==> src/rtl/rf_pkg.sv <==
`default_nettype none
// ============================================================================
// Module      : rf_pkg
// Description : Shared definitions for the operand register file.
//               Provides the register width, the FunSel micro-operation
//               codes and the read-port source-select codes.
// Revision    : 1.0 - initial release
// ============================================================================
package rf_pkg;

    // Register and bus width. The byte operations are hard-wired to 16 bits.
    localparam int RF_WIDTH = 16;
    localparam int RF_NUM_REGS = 8;

    // FunSel micro-operation codes
    localparam logic [2:0] RF_DEC       = 3'b000; // Q <- Q - 1
    localparam logic [2:0] RF_INC       = 3'b001; // Q <- Q + 1
    localparam logic [2:0] RF_LOAD      = 3'b010; // Q <- I
    localparam logic [2:0] RF_CLR       = 3'b011; // Q <- 0
    localparam logic [2:0] RF_LDLO_CLR  = 3'b100; // Q <- {8'h00, I[7:0]}
    localparam logic [2:0] RF_WRLO      = 3'b101; // Q[7:0] <- I[7:0]
    localparam logic [2:0] RF_WRHI      = 3'b110; // Q[15:8] <- I[7:0]
    localparam logic [2:0] RF_LDLO_SEXT = 3'b111; // Q <- sign-extended I[7:0]

    // Read-port source selects
    localparam logic [2:0] SEL_R1 = 3'd0;
    localparam logic [2:0] SEL_R2 = 3'd1;
    localparam logic [2:0] SEL_R3 = 3'd2;
    localparam logic [2:0] SEL_R4 = 3'd3;
    localparam logic [2:0] SEL_S1 = 3'd4;
    localparam logic [2:0] SEL_S2 = 3'd5;
    localparam logic [2:0] SEL_S3 = 3'd6;
    localparam logic [2:0] SEL_S4 = 3'd7;

endpackage : rf_pkg
`default_nettype wire

==> src/rtl/reg16.sv <==
`default_nettype none
// ============================================================================
// Module      : reg16
// Description : Single 16-bit register executing one FunSel micro-operation
//               per cycle when enabled.
// Ports       : Clock  - rising-edge clock
//               Reset  - synchronous active-high clear (overrides E)
//               E      - enable; when low the register holds
//               FunSel - micro-operation code (see rf_pkg)
//               I      - write data
//               Q      - current register contents
// Revision    : 1.0 - initial release
// ============================================================================
module reg16
    import rf_pkg::*;
(
    input  logic                Clock,
    input  logic                Reset,
    input  logic                E,
    input  logic [2:0]          FunSel,
    input  logic [RF_WIDTH-1:0] I,
    output logic [RF_WIDTH-1:0] Q
);

    logic [RF_WIDTH-1:0] r_q;
    logic [RF_WIDTH-1:0] w_next;

    // Next-value selection. Increment/decrement wrap modulo 2^16; no carry
    // leaves the register.
    always_comb begin
        w_next = r_q;
        case (FunSel)
            RF_DEC:       w_next = r_q - 16'd1;
            RF_INC:       w_next = r_q + 16'd1;
            RF_LOAD:      w_next = I;
            RF_CLR:       w_next = '0;
            RF_LDLO_CLR:  w_next = {8'h00, I[7:0]};
            RF_WRLO:      w_next = {r_q[15:8], I[7:0]};
            RF_WRHI:      w_next = {I[7:0], r_q[7:0]};
            RF_LDLO_SEXT: w_next = {{8{I[7]}}, I[7:0]};
            default:      w_next = r_q;
        endcase
    end

    always_ff @(posedge Clock) begin
        if (Reset) begin
            r_q <= '0;
        end else if (E) begin
            r_q <= w_next;
        end
    end

    assign Q = r_q;

endmodule : reg16
`default_nettype wire

==> src/rtl/register_file.sv <==
`default_nettype none
// ============================================================================
// Module      : register_file
// Description : Eight-entry operand register file (R1-R4, S1-S4) feeding the
//               ALU A/B operand buses through two independent 8:1 read muxes.
//               One shared micro-operation is applied to every selected
//               register each cycle.
// Ports       : Clock   - rising-edge clock
//               Reset   - synchronous active-high clear of all registers
//               I       - write data (ALU result / memory data)
//               FunSel  - micro-operation applied to selected registers
//               RegSel  - enables for R1..R4 (bit 0 = R1)
//               ScrSel  - enables for S1..S4 (bit 0 = S1)
//               OutASel - A-port source (0-3 = R1-R4, 4-7 = S1-S4)
//               OutBSel - B-port source, same encoding
//               OutA    - A operand bus (combinational)
//               OutB    - B operand bus (combinational)
// Revision    : 1.0 - initial release
// ============================================================================
module register_file
    import rf_pkg::*;
#(
    parameter int WIDTH = 16
) (
    input  logic             Clock,
    input  logic             Reset,
    input  logic [WIDTH-1:0] I,
    input  logic [2:0]       FunSel,
    input  logic [3:0]       RegSel,
    input  logic [3:0]       ScrSel,
    input  logic [2:0]       OutASel,
    input  logic [2:0]       OutBSel,
    output logic [WIDTH-1:0] OutA,
    output logic [WIDTH-1:0] OutB
);

    // Enable index matches the read-select encoding: 0-3 = R1-R4, 4-7 = S1-S4.
    logic [RF_NUM_REGS-1:0] w_enable;
    logic [WIDTH-1:0]       w_q [RF_NUM_REGS];

    assign w_enable = {ScrSel, RegSel};

    generate
        for (genvar g = 0; g < RF_NUM_REGS; g++) begin : g_reg
            reg16 u_reg16 (
                .Clock  (Clock),
                .Reset  (Reset),
                .E      (w_enable[g]),
                .FunSel (FunSel),
                .I      (I),
                .Q      (w_q[g])
            );
        end
    endgenerate

    // Read ports show committed state only; no bypass of in-flight writes.
    assign OutA = w_q[OutASel];
    assign OutB = w_q[OutBSel];

endmodule : register_file
`default_nettype wire

==> config.mk <==
export PLATFORM = sky130hd
export DESIGN_NAME = register_file
export DESIGN_NICKNAME = d
export VERILOG_FILES = /design/src/rtl/rf_pkg.sv /design/src/rtl/reg16.sv /design/src/rtl/register_file.sv
export SDC_FILE = /design/constraint.sdc
export NUM_CORES = 1
export LEC_CHECK = 0
export BUFFER_PORTS_ARGS = -buffer_cell sky130_fd_sc_hd__buf_2
export CAP_MARGIN = 10
export CORE_UTILIZATION = 26
export CTS_CLUSTER_SIZE = 16
export DETAILED_ROUTE_END_ITERATION = 8
export PLACE_DENSITY = 0.48
export SETUP_SLACK_MARGIN = 0.02
export SLEW_MARGIN = 20
export SYNTH_ARGS = -nofsm -noshare
export SYNTH_HDL_FRONTEND = slang
export SYNTH_SLANG_ARGS = --single-unit
==> constraint.sdc <==
create_clock -name Clock -period 6.35 [get_ports Clock]
set_input_delay 0.3175 -clock Clock [delete_from_list [all_inputs] [get_ports Clock]]
set_output_delay 0.3175 -clock Clock [all_outputs]
set_load 0.01 [all_outputs]
# == Yosys cells after proc, flatten, opt, wreduce, memory -nomap -nowiden ==
# Index checks and enable logic that the tools add are counted.
# Widths: inputs -> output; s select.
# totals
reg_bits,128
input_bits,35
output_inout_bits,32
wordCells,76
# classes
addsub,16
order_cmp,2
n_eq_ne,7
mux,14
bitwise_logic,4
reduce_logical,17
# ops
operator,n
$pmux 16 s8,8
$add 16x1->16 const B,8
$sub 16x1->16 const B,8
$bmux 16 s3,2
$mux 16,4
$reduce_and 2->1,16
$eq 3x3->1 const B,4
$ge 4x4->1 const B,2
$not 3->4,2
$eq 3x2->1 const B,2
$eq 3x1->1 const B,1
$logic_not 3->1,1
$not 1->1,2

# == Logic depth before layout (Yosys ltp) ==
# Gate-level depths: netlist of the first run.
# logic_depth
ltp_word,4
mapped_depth,12
mapped_depth_nobuf,11

# == Hierarchy ==
# A second synthesis of the first run with hierarchy kept.
# hier_totals
cells_unflattened,1885
hier_area_um2,15476.1
# modules_own_cells
module,instances,cells_per_inst,area_each_um2,seq_area_each_um2
reg16 (g_reg[4].u_reg16 ...),4,216,1639.1,320.3
reg16 (g_reg[1].u_reg16 ...),3,227,1690.4,320.3
register_file,1,114,2142.1,0.0
reg16 (g_reg[0].u_reg16),1,226,1706.6,320.3

# == Worst setup path after synthesis of the first run ==
# OpenSTA, ideal clock, no wires.
# synth_path
path_type,input port to flip-flop
from,input port FunSel[1]
to,register g_reg[5].u_reg16.r_q[14]
setup_time_ps,116
arrival_time_ps,5833
required_ps,6234
setup_slack_ps,402
cell_stages,12
path_buffers,1
cell_sequence,clkbuf_1 nor2_1 nand2_1 inv_1 fa_1 nand2b_1 a21boi_1 a211oi_1 o31ai_1 a21o_1 o21ai_1 a31o_1
# synth_between
elab_chain_cells,3
word_cells_on_any_way,11
classes_between,eq/ne: 7; mux: 1; bitwise: 1; reduce/logical: 2
# synth_lines
element,line_no,source
start: declaration,register_file.sv:28,"input logic [2:0] FunSel,"
branches (longest 3 deep; another with $pmux 16 s8),--,
end signal: assignment,reg16.sv:49,r_q <= w_next;
end: declaration,reg16.sv:25,logic [RF_WIDTH-1:0] r_q;
# Parallel ways; which one is timed is not known.
# A chain may end at the register's enable or synchronous reset.

# == Worst setup path after layout of the first run ==
# layout_path
from,input port FunSel[2]
to,register g_reg[4].u_reg16.r_q[12]
# layout_between
elab_chain_cells,3
word_cells_on_any_way,11
classes_between,eq/ne: 7; mux: 1; bitwise: 1; reduce/logical: 2
# layout_lines
element,line_no
branches (longest 3 deep; another with $pmux 16 s8),--
end signal: assignment,reg16.sv:49
end: declaration,reg16.sv:25
# Parallel ways; which one is timed is not known.

==> results of run 1 <==
where the power goes:
part	switching (mW)	total (mW)	leakage (nW)	internal (mW)
Combinational	0.879	1.53	4.66	0.646
Sequential	0.107	0.987	1.06	0.880
Clock	0.395	0.979	0.283	0.585
Total	1.38	3.49	6.00	2.11
routing by layer:
metal	routed length, um	up-vias
met5	0	-
met4	967	0
met3	3760	62
met2	20400	452
met1	23900	6162
li1	-	6162
path summary, 6_finish.rpt:
check                        startpoint                      to  slack (ns)  cells after the start
setup / recovery              FunSel[2]  g_reg[4].u_reg16.Q[12]        2.45                     12
hold / removal                    Reset  g_reg[3].u_reg16.Q[14]        0.30                      2
setup reg to reg  g_reg[4].u_reg16.Q[5]  g_reg[4].u_reg16.Q[11]        3.58                      8
hold reg to reg   g_reg[6].u_reg16.Q[5]   g_reg[6].u_reg16.Q[5]        0.53                      2
cell usage after synthesis, drive strengths merged (7+ instances only):
library cell / number
nor2: 171
nand2: 129
nor3: 44
mux4: 64
dfxtp: 128
nand3b: 7
a211oi: 42
nor3b: 8
clkbuf: 60
nor2b: 16
inv: 44
nand2b: 24
and3: 13
o2111ai: 8
fa: 8
and2: 24
o21ai: 121
xor2: 28
nand4: 9
nand3: 26
a221oi: 8
o21a: 23
buf: 26
xnor2: 37
mux2: 34
a31oi: 31
o211ai: 20
a21o: 44
a21oi: 110
o22ai: 19
a211o: 11
ha: 126
a311oi: 40
mux2i: 20
area by class of cell:
cell class	count	area [sq um]
clock buffer	25	505
clock inverter	6	55.1
fill	5359	35500
inverter	46	173
multi-input combinational	1345	10200
sequential	128	2560
tap	672	841
timing repair buffer	76	450
placed cells by master, fill, tap and decap left out, types with 33 or more instances in the layout:
cell / n
a211oi_1: 39
a21o_1: 44
a21oi_1: 108
a311oi_1: 40
buf_2: 63
dfxtp_1: 128
ha_1: 126
inv_1: 44
mux2_2: 33
mux4_2: 62
nand2_1: 128
nor2_1: 170
nor3_1: 44
o21ai_0: 65
o21ai_1: 55
xnor2_1: 37
cells by family after synthesis:
group,after synthesis,synth area share (%)
xor gates and xnor gates,65,4.27
buffers and inverters,132,3.97
AOI/OAI and AO/OA,531,26.7
adders and majority gates,134,13.0
muxes,118,15.3
DFF,128,19.2
and+or+nand+nor,497,17.5
==> results.toml, run 1 <==
[outcome]
outcome = "completed"

[cts]
cts-root-buf = "clkbuf_16"
cts_tree = "done"
cts_made_buffers = 17
clk_pin_slew_ns = 0.06
clock_latency_ns = 0.44
htreeDepth = 4
post-cts-setup-buffer-count = 0
post_cts_resized = 0
clockBufferDepth = 2
ctsHoldBuffers = 0
clock_sinks = 128

[grt]
grt_pass1_wl_um = 74900
use_met1_pct = 27.6
grt_util_met3_pct = 4.12
antenna_found_initial = 0
grt.overflow.total = 0
top_usage_layer = "met1"
grt_max_degree = 96
grt_use_met2_pct = 27.2
grt_pass1_vias = 11879
track_usage_pct = 18.7

[synth]
synth_cells = 1605
synth_nets = 1774
yosys-top-cells-area = "dfxtp_1 19%, ha_1 12%, mux4_2 10%"
synth.ff_latch_count = 128
synth_edf_count = 0
synthArstFlopShare_pct = 0
yosys.area.top_type = "dfxtp_1"
netlist_area_sq_mm = 0.0133
yosys_warnings = 0
synth_top_area_share_pct = 19.2
ys_seq_area_share_pct = 19.2
avgSynthCellArea_sq_um = 8.30
synth-main-ff-cell = "dfxtp_1"
ys_types = 85

[floorplanning]
rows = 82
core_area_sq_mm = 0.0504
start_util_pct = 26.4
die_w_um = 228
pin_count = 67
fp.dieH_um = 228
die-area_sq_mm = 0.0521

[sta]
clock.fmax_mhz = 257
clock_skew_ns = 0.00639
slew_viol_final = 0
tns_ns = 0
min_period_ns = 3.90
rsz0062_at_grt = "false"
whs_ns = 0.299
finalHoldViolations = 0
maxSlewHeadroom_pct = 24.3
tightestPinTransition_ns = 1.14
setup_slack_ns = 2.45
finalCritPeriodShare_pct = 61.4
setup_viol = 0

[drt]
drt_iter0_drc = 1416
routedWlPerCell_um = 21.3
dr_total_vias = 12838
drc = 0
drt_wl_total_um = 49000
ant_nets = 0
viasPerCell = 5.59
drt-pass1-iter-count = 6

[finish]
design_area_sq_mm = 0.0148
drive_above_1_share_pct = 13.3
syn_to_final_growth_pct = 11.3
diodes = 0
fin_nets = 1783
largest_register_ffs = 128
final_cells = 2298
fin_util_pct = 29.4

[place]
pre_cts_ws_ns = 2.04
dp_cells = 2265
place.gp.congestion = 0.956
io_buffers = 66
place_area_sq_mm = 0.0142
dp_hpwl_um = 36500

[setup_path]
max_stage_delay_ns = 0.67
crit_arrival_ns = 4.26
cp_max_fo = 36
crit_type = "in2reg"
endpoint_kind = "flop"
start_kind = "primary input"
path_cells = "buf_2 > nor2_4 > nand2_4 > inv_1 > fa_1 > nor2b_1 > o21bai_1 > a21oi_1 > o2111ai_1 > a31oi_1 > or4b_1 > o211ai_1"
critPathTopFamily = "simple AND/OR/NAND/NOR gates"
cp.required_ns = 6.72
path_buf_inv = 2
cpMaxStageDelayCell = "inv_1"

[pwr]
leakage_nw = 6.00
ir_worst_vdd_uv = 192
powerDensity_mw_per_mm2 = 235
total_power_mw = 3.49

[worst_hold_path]
min_path_type = "in2reg"

[job]
cap_violations = 0
No activity file was read; power rests on OpenSTA's default activity.
==> run 2, diff against run 1 <==
- ABC_AREA: unset -> 1
- clock period: 6.35 -> 3.25 ns (I/O delays scaled with it)
==> results.toml, run 2 <==
[synth]
synth_top_area_share_pct = 19.9
synthMuxAreaShare_pct = 0
avgSynthCellArea_sq_um = 5.63
yosys.area_share.simple_pct = 33.6
synth_fa_ha_area_share_pct = 11.8
yosys-top-cells-area = "nand2_1 20%, dfxtp_1 17%, inv_1 11%"
synth_top_family_by_area = "simple AND/OR/NAND/NOR gates"
yosys_warnings = 0
synth-xor-area-share_pct = 2.50
ys_types = 29
synth-compound-area-share_pct = 21.0
synth_edf_count = 0
synthTopCellsByCount = "780 x nand2_1, 447 x inv_1, 235 x o21ai_0"
netlist_area_sq_mm = 0.0147
synthArstFlopShare_pct = 0
yosysMostFrequentCell = "nand2_1"
synth_cells = 2615
synth.ff_latch_count = 128
ys_seq_area_share_pct = 17.4
synth-main-ff-cell = "dfxtp_1"
synth_nets = 2784
yosys.area.top_type = "nand2_1"

[sta]
clock.fmax_mhz = 439
finalCritPeriodShare_pct = 70.0
tightestPinTransition_ns = 0.811
clock_skew_ns = 0.0110
rsz0062_at_grt = "false"
setup_viol = 0
slew_viol_final = 0
min_period_ns = 2.28
setup_slack_ns = 0.975
finalHoldViolations = 0
tns_ns = 0
maxSlewHeadroom_pct = 45.8

[worst_hold_path]
min_from = "ScrSel[3]"
holdPathEnd = "g_reg[7].u_reg16.Q[8]"
min_path_type = "in2reg"
hold_depth = 5

[cts]
cts_tree = "done"
clock_sinks = 128
clockBufferDepth = 2
ctsHoldBuffers = 0
clk_pin_slew_ns = 0.06
clock_latency_ns = 0.46
cts_made_buffers = 17
cts-root-buf = "clkbuf_16"
post-cts-setup-buffer-count = 0
htreeDepth = 4
post_cts_resized = 0

[grt]
grt.overflow.total = 0
grt_pass1_vias = 15268
antenna_found_initial = 2
grt_pass1_wl_um = 91900
grt_max_degree = 129
track_usage_pct = 20.9

[job]
cap_violations = 0

[setup_path]
crit_arrival_ns = 2.11
endpoint_kind = "output pin"
r2r-end = "g_reg[5].u_reg16.Q[8]"
reg2reg_slack_ns = 1.23
path_buf_inv = 3
critical_path.startpoint = "OutBSel[0]"
cp.required_ns = 3.09
cp_max_fo = 80
reg2reg_depth = 9
max_stage_delay_ns = 0.59
r2r_start = "g_reg[5].u_reg16.Q[0]"
cp_num_cells = 7
critPathTopFamily = "buffers and inverters"
start_kind = "primary input"
crit_type = "in2out"
cpMaxStageDelayCell = "buf_4"
path_cells = "buf_2 > buf_4 > o21ai_0 > o21ai_0 > a21oi_1 > a31oi_1 > buf_2"

[place]
io_buffers = 66
pre_cts_ws_ns = 0.680
place.gp.congestion = 0.903
dp_hpwl_um = 44900

[pwr]
seq_power_share_pct = 26.4
powerDensity_mw_per_mm2 = 439
leakage_nw = 8.71
total_power_mw = 7.26
switching_share_pct = 44.8
pwr-share-comb_pct = 46.0
intPower_mw = 4.01
p_sw_mw = 3.25
power_frac_clock_pct = 27.7
ir_worst_vdd_uv = 286

[outcome]
outcome = "completed"

[drt]
ant_nets = 0
drt_wl_total_um = 59900
drt_iter0_drc = 1386
viasPerCell = 4.96
dr_total_vias = 16890
drt-pass1-iter-count = 5
routedWlPerCell_um = 17.6
drc = 0

[floorplanning]
die_w_um = 240
pin_count = 67
die-area_sq_mm = 0.0576
start_util_pct = 26.5
fp.dieH_um = 240
core_area_sq_mm = 0.0555
rows = 86

[finish]
fin_nets = 2814
drive_above_1_share_pct = 5.49
diodes = 0
syn_to_final_growth_pct = 12.4
layout_commonest_cell = "nand2_1"
final_cell_mix = "780 x nand2_1, 446 x inv_1, 235 x o21ai_0, 212 x a21oi_1, 177 x nand3_1"
largest_register_ffs = 128
run 2: cell types whose count changed in the layout (fill, tap and decap cells not counted), sizes merged, moves of 34 or more:
cell | previous run | this run
mux4 | 64 | 0
nand3 | 26 | 178
mux2 | 34 | 0
a21o | 44 | 0
inv | 44 | 447
a21oi | 110 | 212
a311oi | 40 | 0
o21ai | 121 | 236
nand2 | 129 | 782
a31oi | 31 | 65
a211oi | 42 | 0
run 2: cell type report:
type                            instances  area, sq um
Fill cell                            6309        39000
Multi-Input combinational cell       1954        10100
Sequential cell                       128         2560
Inverter                              451         1690
Tap cell                              748          936
Timing Repair Buffer                   93          633
Clock buffer                           20          467
Clock inverter                         12          115
run 2: power groups by stage:
| stage | registers (mW) | logic (mW) | clock network, mW |
|---|---|---|---|
| after global placement | 1.95 | 3.26 | 0 |
| after global routing | 1.93 | 3.80 | 2.11 |
| after detailed placement | 1.95 | 3.29 | 0 |
| after CTS | 1.91 | 3.31 | 2.05 |
| after floorplan | 1.85 | 2.42 | 0 |
| final | 1.91 | 3.34 | 2.01 |
run 2: worst min-delay path, delay by kind of cell:
kind | cells | cell delay, ns
AOI/OAI and AO/OA | 1 | 0.06
buffers and inverters | 2 | 0.26
and+or+nand+nor | 2 | 0.15
run 2: cells by family after synthesis:
logic type               count (synthesis)
AND/OR/NAND/NOR                       1210
AO/OA/AOI/OAI                          568
buffers and inverters                  533
adder cells (fa/ha/maj)                134
flip-flops                             128
XOR/XNOR                                42
run 2: how the worst max path moves through the flow:
stage,endpoint
finish,OutB[2]
global route,OutB[6]
CTS,OutB[6]
detailed placement,g_reg[0].u_reg16.Q[8]
global placement,g_reg[6].u_reg16.Q[12]
floorplan,g_reg[5].u_reg16.Q[8]
run 2: per-layer routing:
| metal | vias up | global-route usage [%] | part of all wire (%) |
|---|---|---|---|
| met4 | 2 | 4.86 | 2.1 |
| met5 | - | 0 | 0.028 |
| met2 | 475 | 34.6 | 46 |
| met1 | 7827 | 28.5 | 47 |
| li1 | 8523 | - | - |
| met3 | 63 | 2.79 | 5.5 |
run 2: stage by stage:
stage                     hold WS (ns)  instance area (sq um)  util [%]  cells
final                            0.221                  16600      29.8   3406
after global routing             0.248                  16600      29.8   3406
after CTS                        0.200                  16600      29.8   3406
after detailed placement         0.525                  16000      28.8   3374
after global placement           0.513                  16000      28.8   3374
after floorplan                  0.459                  14700         -   2615
